**src/rtl/updown_mod_counter.sv**
```systemverilog
// Modulo-MOD up/down counter with a configurable step and a saturating parallel load.
// wrap and load_err are one-cycle registered pulses. tc is a combinational look-ahead.
module updown_mod_counter #(
   parameter int WIDTH     = 4,
   parameter int MOD       = 16,
   parameter int STEP      = 1,
   parameter int RESET_VAL = 0
) (
   input  logic             clk,
   input  logic             reset,
   input  logic             en,
   input  logic             up,
   input  logic             load,
   input  logic [WIDTH-1:0] load_val,
   output logic [WIDTH-1:0] count,
   output logic             tc,
   output logic             wrap,
   output logic             load_err
);

   if (MOD < 2 || MOD > (1 << WIDTH) || STEP < 1 || STEP >= MOD ||
       RESET_VAL < 0 || RESET_VAL >= MOD) begin : g_bad_params
      $fatal(1, "updown_mod_counter: illegal parameters WIDTH=%0d MOD=%0d STEP=%0d RESET_VAL=%0d",
             WIDTH, MOD, STEP, RESET_VAL);
   end

   // The modulus may equal 2^WIDTH, so the constants and all step arithmetic carry one extra bit.
   localparam logic [WIDTH:0]   MOD_C  = (WIDTH+1)'(MOD);
   localparam logic [WIDTH:0]   STEP_C = (WIDTH+1)'(STEP);
   localparam logic [WIDTH:0]   DN_C   = (WIDTH+1)'(MOD - STEP);
   localparam logic [WIDTH-1:0] MAX_C  = WIDTH'(MOD - 1);
   localparam logic [WIDTH-1:0] RST_C  = WIDTH'(RESET_VAL);

   logic [WIDTH:0]   cnt_ext;
   logic [WIDTH:0]   up_sum;
   logic             up_wrap;
   logic             dn_wrap;
   logic             load_ok;
   logic [WIDTH-1:0] step_val;

   always_comb begin
      cnt_ext = {1'b0, count};
      up_sum  = cnt_ext + STEP_C;
      up_wrap = (up_sum >= MOD_C);
      dn_wrap = (cnt_ext < STEP_C);
      load_ok = ({1'b0, load_val} < MOD_C);
      tc      = up ? up_wrap : dn_wrap;
      if (up)
         step_val = WIDTH'(up_wrap ? up_sum - MOD_C : up_sum);
      else
         step_val = WIDTH'(dn_wrap ? cnt_ext + DN_C : cnt_ext - STEP_C);
   end

   always_ff @(posedge clk) begin
      if (reset) begin
         count    <= RST_C;
         wrap     <= 1'b0;
         load_err <= 1'b0;
      end else if (load) begin
         // Out-of-range loads saturate to the top of the range instead of being dropped.
         count    <= load_ok ? load_val : MAX_C;
         wrap     <= 1'b0;
         load_err <= ~load_ok;
      end else if (en) begin
         count    <= step_val;
         wrap     <= tc;
         load_err <= 1'b0;
      end else begin
         wrap     <= 1'b0;
         load_err <= 1'b0;
      end
   end

endmodule

```
**config.mk**
```make
export PLATFORM = sky130hd
export DESIGN_NAME = updown_mod_counter
export DESIGN_NICKNAME = d
export VERILOG_FILES = /design/src/rtl/updown_mod_counter.sv
export SDC_FILE = /design/constraint.sdc
export NUM_CORES = 1
export LEC_CHECK = 0
export CORE_AREA = 2 2 39 41
export CTS_CLUSTER_DIAMETER = 150
export CTS_CLUSTER_SIZE = 8
export DETAILED_ROUTE_END_ITERATION = 16
export DIE_AREA = 0 0 41 43
export SLEW_MARGIN = 30
export SYNTH_ARGS = -nofsm -noshare
export SYNTH_HDL_FRONTEND = slang
export SYNTH_SLANG_ARGS = --single-unit
```
**constraint.sdc**
```tcl
create_clock -name clk -period 1.7 [get_ports clk]
set_input_delay 0.255 -clock clk [delete_from_list [all_inputs] [get_ports clk]]
set_output_delay 0.255 -clock clk [all_outputs]
set_load 0.02 [all_outputs]
```
==> summary.json, run 1 <==
{
  "run_status": {"value": "completed"},
  "synth_enable_flop_cells": {"value": 0},
  "leakage": {"value": 0.2790, "unit": "nW"},
  "io_buffers": {"value": 14},
  "ys_async_sr_fraction": {"value": 0, "unit": "%"},
  "synthesis.area": {"value": 374.1, "unit": "µm²"},
  "period_minus_slack": {"value": 1625, "unit": "ps"},
  "die_boundary_height": {"value": 43, "unit": "µm"},
  "synth_area_leader_cell": {"value": "dfxtp_1"},
  "areaGrowthSynthToFinish": {"value": 72.24, "unit": "%"},
  "first_pass_grt_wire_length": {"value": 1.524, "unit": "mm"},
  "grt_antenna_before_repair": {"value": 0},
  "ir_drop": {"value": 351.8, "unit": "µV"},
  "clock_tree_from_tritoncts": {"value": "yes"},
  "clkSinkCount": {"value": 5},
  "grt_overflow": {"value": 0},
  "startpoint_type": {"value": "register"},
  "vias_per_cell": {"value": 4.679},
  "cts-buffers-inserted": {"value": 3},
  "synthTopCellsByCount": {"value": "inv_1 (7), dfxtp_1 (5)"},
  "cp_max_fo": {"value": 5},
  "setup_violations": {"value": 0},
  "final_nets": {"value": 80},
  "synth_fp_nets": {"value": 53},
  "wl_per_cell": {"value": 10.94, "unit": "µm"},
  "floorplan.die.width": {"value": 41, "unit": "µm"},
  "htree_num_levels": {"value": 1},
  "gpl.final_weighted_congestion": {"value": 0.7365},
  "final_design_area_no_fill": {"value": 644.4, "unit": "µm²"},
  "synthesis.instances": {"value": 42},
  "wl_met3": {"value": 59, "unit": "µm"},
  "num_rows": {"value": 14},
  "global_route_total_usage_across_every_layer": {"value": 12.45, "unit": "%"},
  "synth_top_flop_cell": {"value": "dfxtp_1"},
  "cp_data_arrival_time": {"value": 1740, "unit": "ps"},
  "met1_length": {"value": 426, "unit": "µm"},
  "post-route-drc-count": {"value": 0},
  "drtIter0Drc": {"value": 6},
  "slew_viol_final": {"value": 0},
  "initial_core_util": {"value": 27.03, "unit": "%"},
  "fin_crit_sh": {"value": 95.56, "unit": "%"},
  "synth_cell_types": {"value": 27},
  "detailroute.wirelength.met2": {"value": 413, "unit": "µm"},
  "layoutNonFillerInstCount": {"value": 84},
  "diodes": {"value": 0},
  "max_freq": {"value": 615.6, "unit": "MHz"},
  "yosys.area.top_type_share": {"value": 26.76, "unit": "%"},
  "cts.root.buffer_cell": {"value": "clkbuf_4"},
  "post-cts-setup-buffers": {"value": 0},
  "timing.hold.worst.class": {"value": "in -> reg"},
  "grt_pass1_vias": {"value": 390},
  "cts.reportedPaths.clkPinSlew": {"value": 40, "unit": "ps"},
  "powerDensity": {"value": 651.2, "unit": "nW/µm²"},
  "crit_required": {"value": 1820, "unit": "ps"},
  "antenna_violating_nets_post_route": {"value": 0},
  "numPlacedInstances": {"value": 80},
  "dr_total_vias": {"value": 393},
  "grt_setup_unrepaired": {"value": "false"},
  "yosys-top-cells-area": {"value": "dfxtp_1 (27%), a2111oi_4 (7.4%), inv_1 (7.0%)"},
  "number_of_fill_cells_in_the_layout": {"value": 152},
  "synthMostInstantiatedCell": {"value": "inv_1"},
  "avgSynthCellArea": {"value": 8.907, "unit": "µm²"},
  "synth-seq-cells": {"value": 5},
  "finalHoldViolCount": {"value": 0},
  "max-clock-path-buffers": {"value": 2},
  "final_total_pwr": {"value": 419.6, "unit": "µW"},
  "grt_start_max_net_pins": {"value": 8},
  "worst_skew_late_latency": {"value": 230, "unit": "ps"},
  "endpoint_kind": {"value": "register"},
  "max_cap_violations": {"value": 0},
  "ios": {"value": 16},
  "highest-signal-layer": {"value": "met4"},
  "yosysWarningCount": {"value": 0},
  "core-area": {"value": 1384, "unit": "µm²"},
  "detail_route.wirelength": {"value": 919, "unit": "µm"},
  "ys_seq_area_share": {"value": 26.76, "unit": "%"},
  "dpl.hpwl": {"value": 740.4, "unit": "µm"},
  "first_pass_iters": {"value": 4},
  "critPathKind": {"value": "reg -> reg"},
  "skew": {"value": 0.4100, "unit": "ps"},
  "detailed_place.area": {"value": 619.3, "unit": "µm²"},
  "drive_above_1_share": {"value": 30.88, "unit": "%"},
  "postLayoutCoreUtil": {"value": 46.56, "unit": "%"},
  "die_area": {"value": 1763, "unit": "µm²"}
}
final timing paths:
check,start,endpoint,slack (ps),cells after the start
setup / recovery,count[0],count[2],80,6
hold / removal,load_val[1],count[1],590,3
setup reg to reg,count[0],count[2],80,6
hold reg to reg,count[0],count[3],630,3
sequential cells by signal, summed over array words and instances (netlist names):
signal,cells
count,4
wrap,1
metal layers:
metal / track usage [%] / up-vias
li1: - / 204
met1: 16.72 / 174
met2: 17.19 / 13
met3: 5.236 / 2
met4: 4.667 / 0
met5: 0 / -
power breakdown:
part	leakage (nW)	internal (mW)	total [mW]	switching (mW)
clock	0.0150	0.0883	0.131	0.0426
combinational	0.222	0.0841	0.152	0.0674
sequential	0.0416	0.127	0.137	0.00971
total	0.279	0.300	0.420	0.120
critical path, stage by stage (launching register included):
cell	delay, ps
dfxtp_2	340
buf_4	130
ha_2	180
buf_4	120
mux2_4	270
and3_2	200
a311o_1	270
final cells by class:
type / count / area [µm²] / share of cell area (%)
inverters: 7 / 26.28 / 4.078
flip-flops and latches: 5 / 101.3 / 15.73
multi-input cells: 27 / 240.2 / 37.28
repair buffers: 25 / 230.2 / 35.73
well taps: 16 / 20.02 / 3.107
clock buffers: 4 / 26.28 / 4.078
timing repair:
| item | 4_1_cts | 5_1_grt |
|---|---|---|
| hold buffers | 0 | 0 |
| pin swaps | 0 | 0 |
| setup endpoints to repair | 1 | 2 |
| resized for setup | 5 | 2 |
| gates cloned | 0 | 0 |
per-stage QoR:
step / hold slack, ps / setup WS, ps / setup TNS, ps
floorplan: 397.7 / 84.46 / 0
global placement: 639.5 / -189.6 / -304.9
detailed placement: 643.5 / -212.3 / -339.6
CTS: 579.0 / 10.56 / 0
global route: 622.8 / 11.45 / 0
finish: 588.9 / 75.47 / 0
kinds of logic (layout without fill, tap and decap cells):
kind of cell    Yosys count  count (layout)  synth area share (%)
compound gates            7               7                 19.07
flops                     5               5                 26.76
xor+xnor                  2               2                 4.683
mux                       2               2                 6.688
other cells               1               1                 1.002
simple gates             13              13                 23.41
fa+ha+maj                 2               2                 6.688
buf+inv                  10              36                 11.71
layout by cell type (no fill, tap or decap), drive strengths merged:
master	count
a2111oi	1
a21oi	2
a221oi	1
a311o	1
a31oi	1
and3	1
buf	12
clkbuf	4
clkdlybuf4s50	13
conb	1
dfxtp	5
ha	2
inv	7
mux2	1
mux2i	1
nand2	1
nand3	1
nand3b	1
nand4	2
nor2	1
nor3	1
nor3b	1
nor4b	2
o41ai	1
or4	1
or4b	1
xnor2	1
xor2	1
No activity file was read; power rests on OpenSTA's default activity.
==> inputs of run 2 (changes only) <==
--- a/config.mk
+++ b/config.mk
@@ -5,6 +5,7 @@
 export SDC_FILE = /design/constraint.sdc
 export NUM_CORES = 1
 export LEC_CHECK = 0
+export CAP_MARGIN = 5
 export CORE_AREA = 2 2 39 41
 export CTS_CLUSTER_DIAMETER = 150
 export CTS_CLUSTER_SIZE = 8
==> results of run 2 <==
No change in the layout: final DEF, timing and power equal those of run 1.
==> inputs of run 3 (changes only) <==
--- a/config.mk
+++ b/config.mk
@@ -7,6 +7,7 @@
 export LEC_CHECK = 0
 export CAP_MARGIN = 5
 export CORE_AREA = 2 2 39 41
+export CTS_BUF_LIST = sky130_fd_sc_hd__clkbuf_16
 export CTS_CLUSTER_DIAMETER = 150
 export CTS_CLUSTER_SIZE = 8
 export DETAILED_ROUTE_END_ITERATION = 16
==> run 3 against run 2 <==
Against the previous run: count of clock-buffer cells in the layout fell by 1; clock skew barely moved; register-to-register slack barely moved; final area rose by 8.2%; critical path type unchanged; maximum frequency rose by 0.25%; sequential power barely moved; first-iteration DRC count fell by 17%; sequential share of layout area fell by 1.2 points; highest routed layer unchanged; die area did not move.
==> summary.json, run 3 (synthesis gave the netlist of run 1 again) <==
{
  "dp_slack": {"value": -212.3, "unit": "ps", "change": "unchanged"},
  "detail_route.wirelength": {"value": 931, "unit": "µm", "change": "+1.3%"},
  "hold_end": {"value": "count[1]"},
  "fin_crit_sh": {"value": 95.32, "unit": "%", "change": "-0.24 points"},
  "antenna_violating_nets_post_route": {"value": 0, "change": "unchanged"},
  "clkSinkCount": {"value": 5, "change": "unchanged"},
  "critPathKind": {"value": "reg -> reg"},
  "power.share.combinational": {"value": 22.9, "unit": "%", "change": "-13 points"},
  "cp_max_fo": {"value": 5, "change": "unchanged"},
  "leakage": {"value": 0.3063, "unit": "nW", "change": "+9.8%"},
  "diodes": {"value": 0, "change": "unchanged"},
  "vias_per_cell": {"value": 4.679, "change": "unchanged"},
  "die_boundary_height": {"value": 43, "unit": "µm", "change": "unchanged"},
  "finalHoldViolCount": {"value": 0, "change": "unchanged"},
  "gpl.final_weighted_congestion": {"value": 0.7365, "change": "unchanged"},
  "num_rows": {"value": 14, "change": "unchanged"},
  "final_design_area_no_fill": {"value": 696.9, "unit": "µm²", "change": "+8.2%"},
  "post-route-drc-count": {"value": 0, "change": "unchanged"},
  "io_buffers": {"value": 14, "change": "unchanged"},
  "die_area": {"value": 1763, "unit": "µm²", "change": "unchanged"},
  "largestRegisters": {"value": "count: 4 flops, wrap: 1 flops"},
  "critical_path.reg2reg.startpoint": {"value": "count[0]"},
  "first_pass_iters": {"value": 4, "change": "unchanged"},
  "ir_drop": {"value": 816.7, "unit": "µV", "change": "+130%"},
  "final.hold.worst_slack": {"value": 599.0, "unit": "ps", "change": "+10.12 ps"},
  "period_minus_slack": {"value": 1620, "unit": "ps", "change": "-4.087 ps"},
  "crit_path_frequent_cell": {"value": "buf_4"},
  "powerDensity": {"value": 951.5, "unit": "nW/µm²", "change": "+46%"},
  "ios": {"value": 16, "change": "unchanged"},
  "max-clock-path-buffers": {"value": 2, "change": "unchanged"},
  "number_of_fill_cells_in_the_layout": {"value": 140, "change": "-7.9%"},
  "drtIter0Drc": {"value": 5, "change": "-1"},
  "grt_overflow": {"value": 0, "change": "unchanged"},
  "max_freq": {"value": 617.1, "unit": "MHz", "change": "+0.25%"},
  "global_route_total_usage_across_every_layer": {"value": 12.85, "unit": "%", "change": "+0.40 points"},
  "r2r_slack": {"value": 80, "unit": "ps", "change": "about the same"},
  "dr_total_vias": {"value": 393, "change": "unchanged"},
  "layout.cells.most_common": {"value": "clkdlybuf4s50_1"},
  "first_pass_grt_wire_length": {"value": 1.545, "unit": "mm", "change": "+1.4%"},
  "grt_antenna_before_repair": {"value": 0, "change": "unchanged"},
  "worst_skew_late_latency": {"value": 220, "unit": "ps", "change": "about the same"},
  "crit_required": {"value": 1810, "unit": "ps", "change": "about the same"},
  "max_cap_violations": {"value": 0, "change": "unchanged"},
  "power.sequential.fraction": {"value": 20.7, "unit": "%", "change": "-12 points"},
  "capturing_point_of_the_worst_reg2reg_path": {"value": "count[2]"},
  "clkPwrFrac": {"value": 56.4, "unit": "%", "change": "+25 points"},
  "largest_register_ffs": {"value": 4, "change": "unchanged"},
  "wl_per_cell": {"value": 11.08, "unit": "µm", "change": "+1.3%"},
  "skew": {"value": 0.08425, "unit": "ps", "change": "-0.3258 ps"},
  "cellInternalPower": {"value": 515.8, "unit": "µW", "change": "+72%"},
  "min_delay_path_depth": {"value": 3, "change": "unchanged"},
  "floorplan.die.width": {"value": 41, "unit": "µm", "change": "unchanged"},
  "cts.hold.buffers_added": {"value": 0, "change": "unchanged"},
  "clock_tree_from_tritoncts": {"value": "yes"},
  "post-cts-setup-buffers": {"value": 0, "change": "unchanged"},
  "cp_data_arrival_time": {"value": 1730, "unit": "ps", "change": "about the same"},
  "slew_viol_final": {"value": 0, "change": "unchanged"},
  "grt_start_max_net_pins": {"value": 8, "change": "unchanged"},
  "dpl.hpwl": {"value": 740.4, "unit": "µm", "change": "unchanged"},
  "endpoint_kind": {"value": "register"},
  "cts.root.buffer_cell": {"value": "clkbuf_16"},
  "cp_cell_sequence": {"value": "buf_4 > ha_2 > buf_4 > mux2_4 > and3_2 > a311o_1"},
  "worst_path_largest_cell_delay": {"value": 330, "unit": "ps", "change": "about the same"},
  "initial_core_util": {"value": 27.03, "unit": "%", "change": "unchanged"},
  "run_status": {"value": "completed"},
  "netSwitchingPower": {"value": 147.3, "unit": "µW", "change": "+23%"},
  "power_switching_share": {"value": 22.21, "unit": "%", "change": "-6.3 points"},
  "detailed_place.area": {"value": 619.3, "unit": "µm²", "change": "unchanged"},
  "drive_above_1_share": {"value": 30.88, "unit": "%", "change": "unchanged"},
  "setup_violations": {"value": 0, "change": "unchanged"},
  "core-area": {"value": 1384, "unit": "µm²", "change": "unchanged"},
  "largest_register": {"value": "count"},
  "cts.reportedPaths.clkPinSlew": {"value": 30, "unit": "ps", "change": "about the same"},
  "cts-buffers-inserted": {"value": 3, "change": "unchanged"},
  "final_cell_mix": {"value": "clkdlybuf4s50_1 (13), buf_4 (10), inv_1 (8), dfxtp_1 (4), clkbuf_16 (3)"},
  "timing.hold.worst.class": {"value": "in -> reg"},
  "areaGrowthSynthToFinish": {"value": 86.29, "unit": "%"},
  "grt_pass1_vias": {"value": 392, "change": "+0.51%"},
  "htree_num_levels": {"value": 1, "change": "unchanged"},
  "startpoint_type": {"value": "register"},
  "timing.critical_path.slowest_stage_cell": {"value": "dfxtp_2"},
  "reg2reg_depth": {"value": 6, "change": "unchanged"},
  "final_nets": {"value": 80, "change": "unchanged"},
  "grt_setup_unrepaired": {"value": "false"},
  "worst_hold_startpoint": {"value": "load_val[1]"},
  "layout_setup_ws": {"value": 79.55, "unit": "ps", "change": "+4.087 ps"}
}
-- run 3: cell types whose count changed in the layout (fill, tap and decap cells not counted), sizes merged --
cell / previous run / this run
clkbuf: 4 / 3
inv: 7 / 8
-- run 3: layout make-up --
| cell class | count | area [µm²] | share of cell area, % |
|---|---|---|---|
| tap | 16 | 20.02 | 2.873 |
| sequential | 5 | 101.3 | 14.54 |
| timing repair buffer | 25 | 230.2 | 33.03 |
| inverter | 7 | 26.28 | 3.770 |
| clock inverter | 1 | 3.754 | 0.5386 |
| multi-input combinational | 27 | 240.2 | 34.47 |
| clock buffer | 3 | 75.07 | 10.77 |
-- run 3: routing by layer --
layer / GRT usage (%) / part of all wire [%] / wire length [µm]
met5: 0 / 0 / 0
met3: 6.806 / 7.0 / 65
met4: 4.667 / 2.1 / 20
met2: 17.19 / 44 / 411
met1: 17.04 / 47 / 433
-- run 3: power groups by stage --
stage               Combinational (mW)  Sequential (mW)  Clock, mW
CTS                              0.153            0.137      0.382
global route                     0.164            0.139      0.397
global placement                 0.154            0.139          0
detailed placement               0.154            0.139          0
finish                           0.152            0.137      0.374
floorplan                       0.0610            0.151          0
-- run 3: metrics by stage --
step / instances / total power, mW / TNS (ps) / util, %
3_3_place_gp: 80 / 0.2921 / -304.9 / 44.76
6_report: 84 / 0.6631 / 0 / 50.36
3_5_place_dp: 80 / 0.2924 / -339.6 / 44.76
4_1_cts: 84 / 0.6718 / 0 / 50.09
5_1_grt: 84 / 0.6997 / 0 / 50.36
2_1_floorplan: 42 / 0.2120 / 0 / -
-- run 3: timing repair --
item	CTS	global route
endpoints found under the setup margin	1	1
endpoints found under the hold margin	0	0
gates resized for setup	5	2
-- run 3: worst max path at each step --
stage / cells past startpoint / slack (ps) / end / startpoint
floorplan: 5 / 80 / count[2] / count[0]
global placement: 4 / -190 / tc / up
detailed placement: 4 / -210 / tc / up
CTS: 6 / 10 / count[2] / count[0]
global route: 6 / 30 / count[2] / count[0]
finish: 6 / 80 / count[2] / count[0]
-- run 3: critical path: cells and delay by family (launching register included) --
family	cells	cell delay, ps
buf+inv	2	250
simple gates	1	200
flops	1	330
compound gates	1	260
fa+ha+maj	1	180
mux	1	270
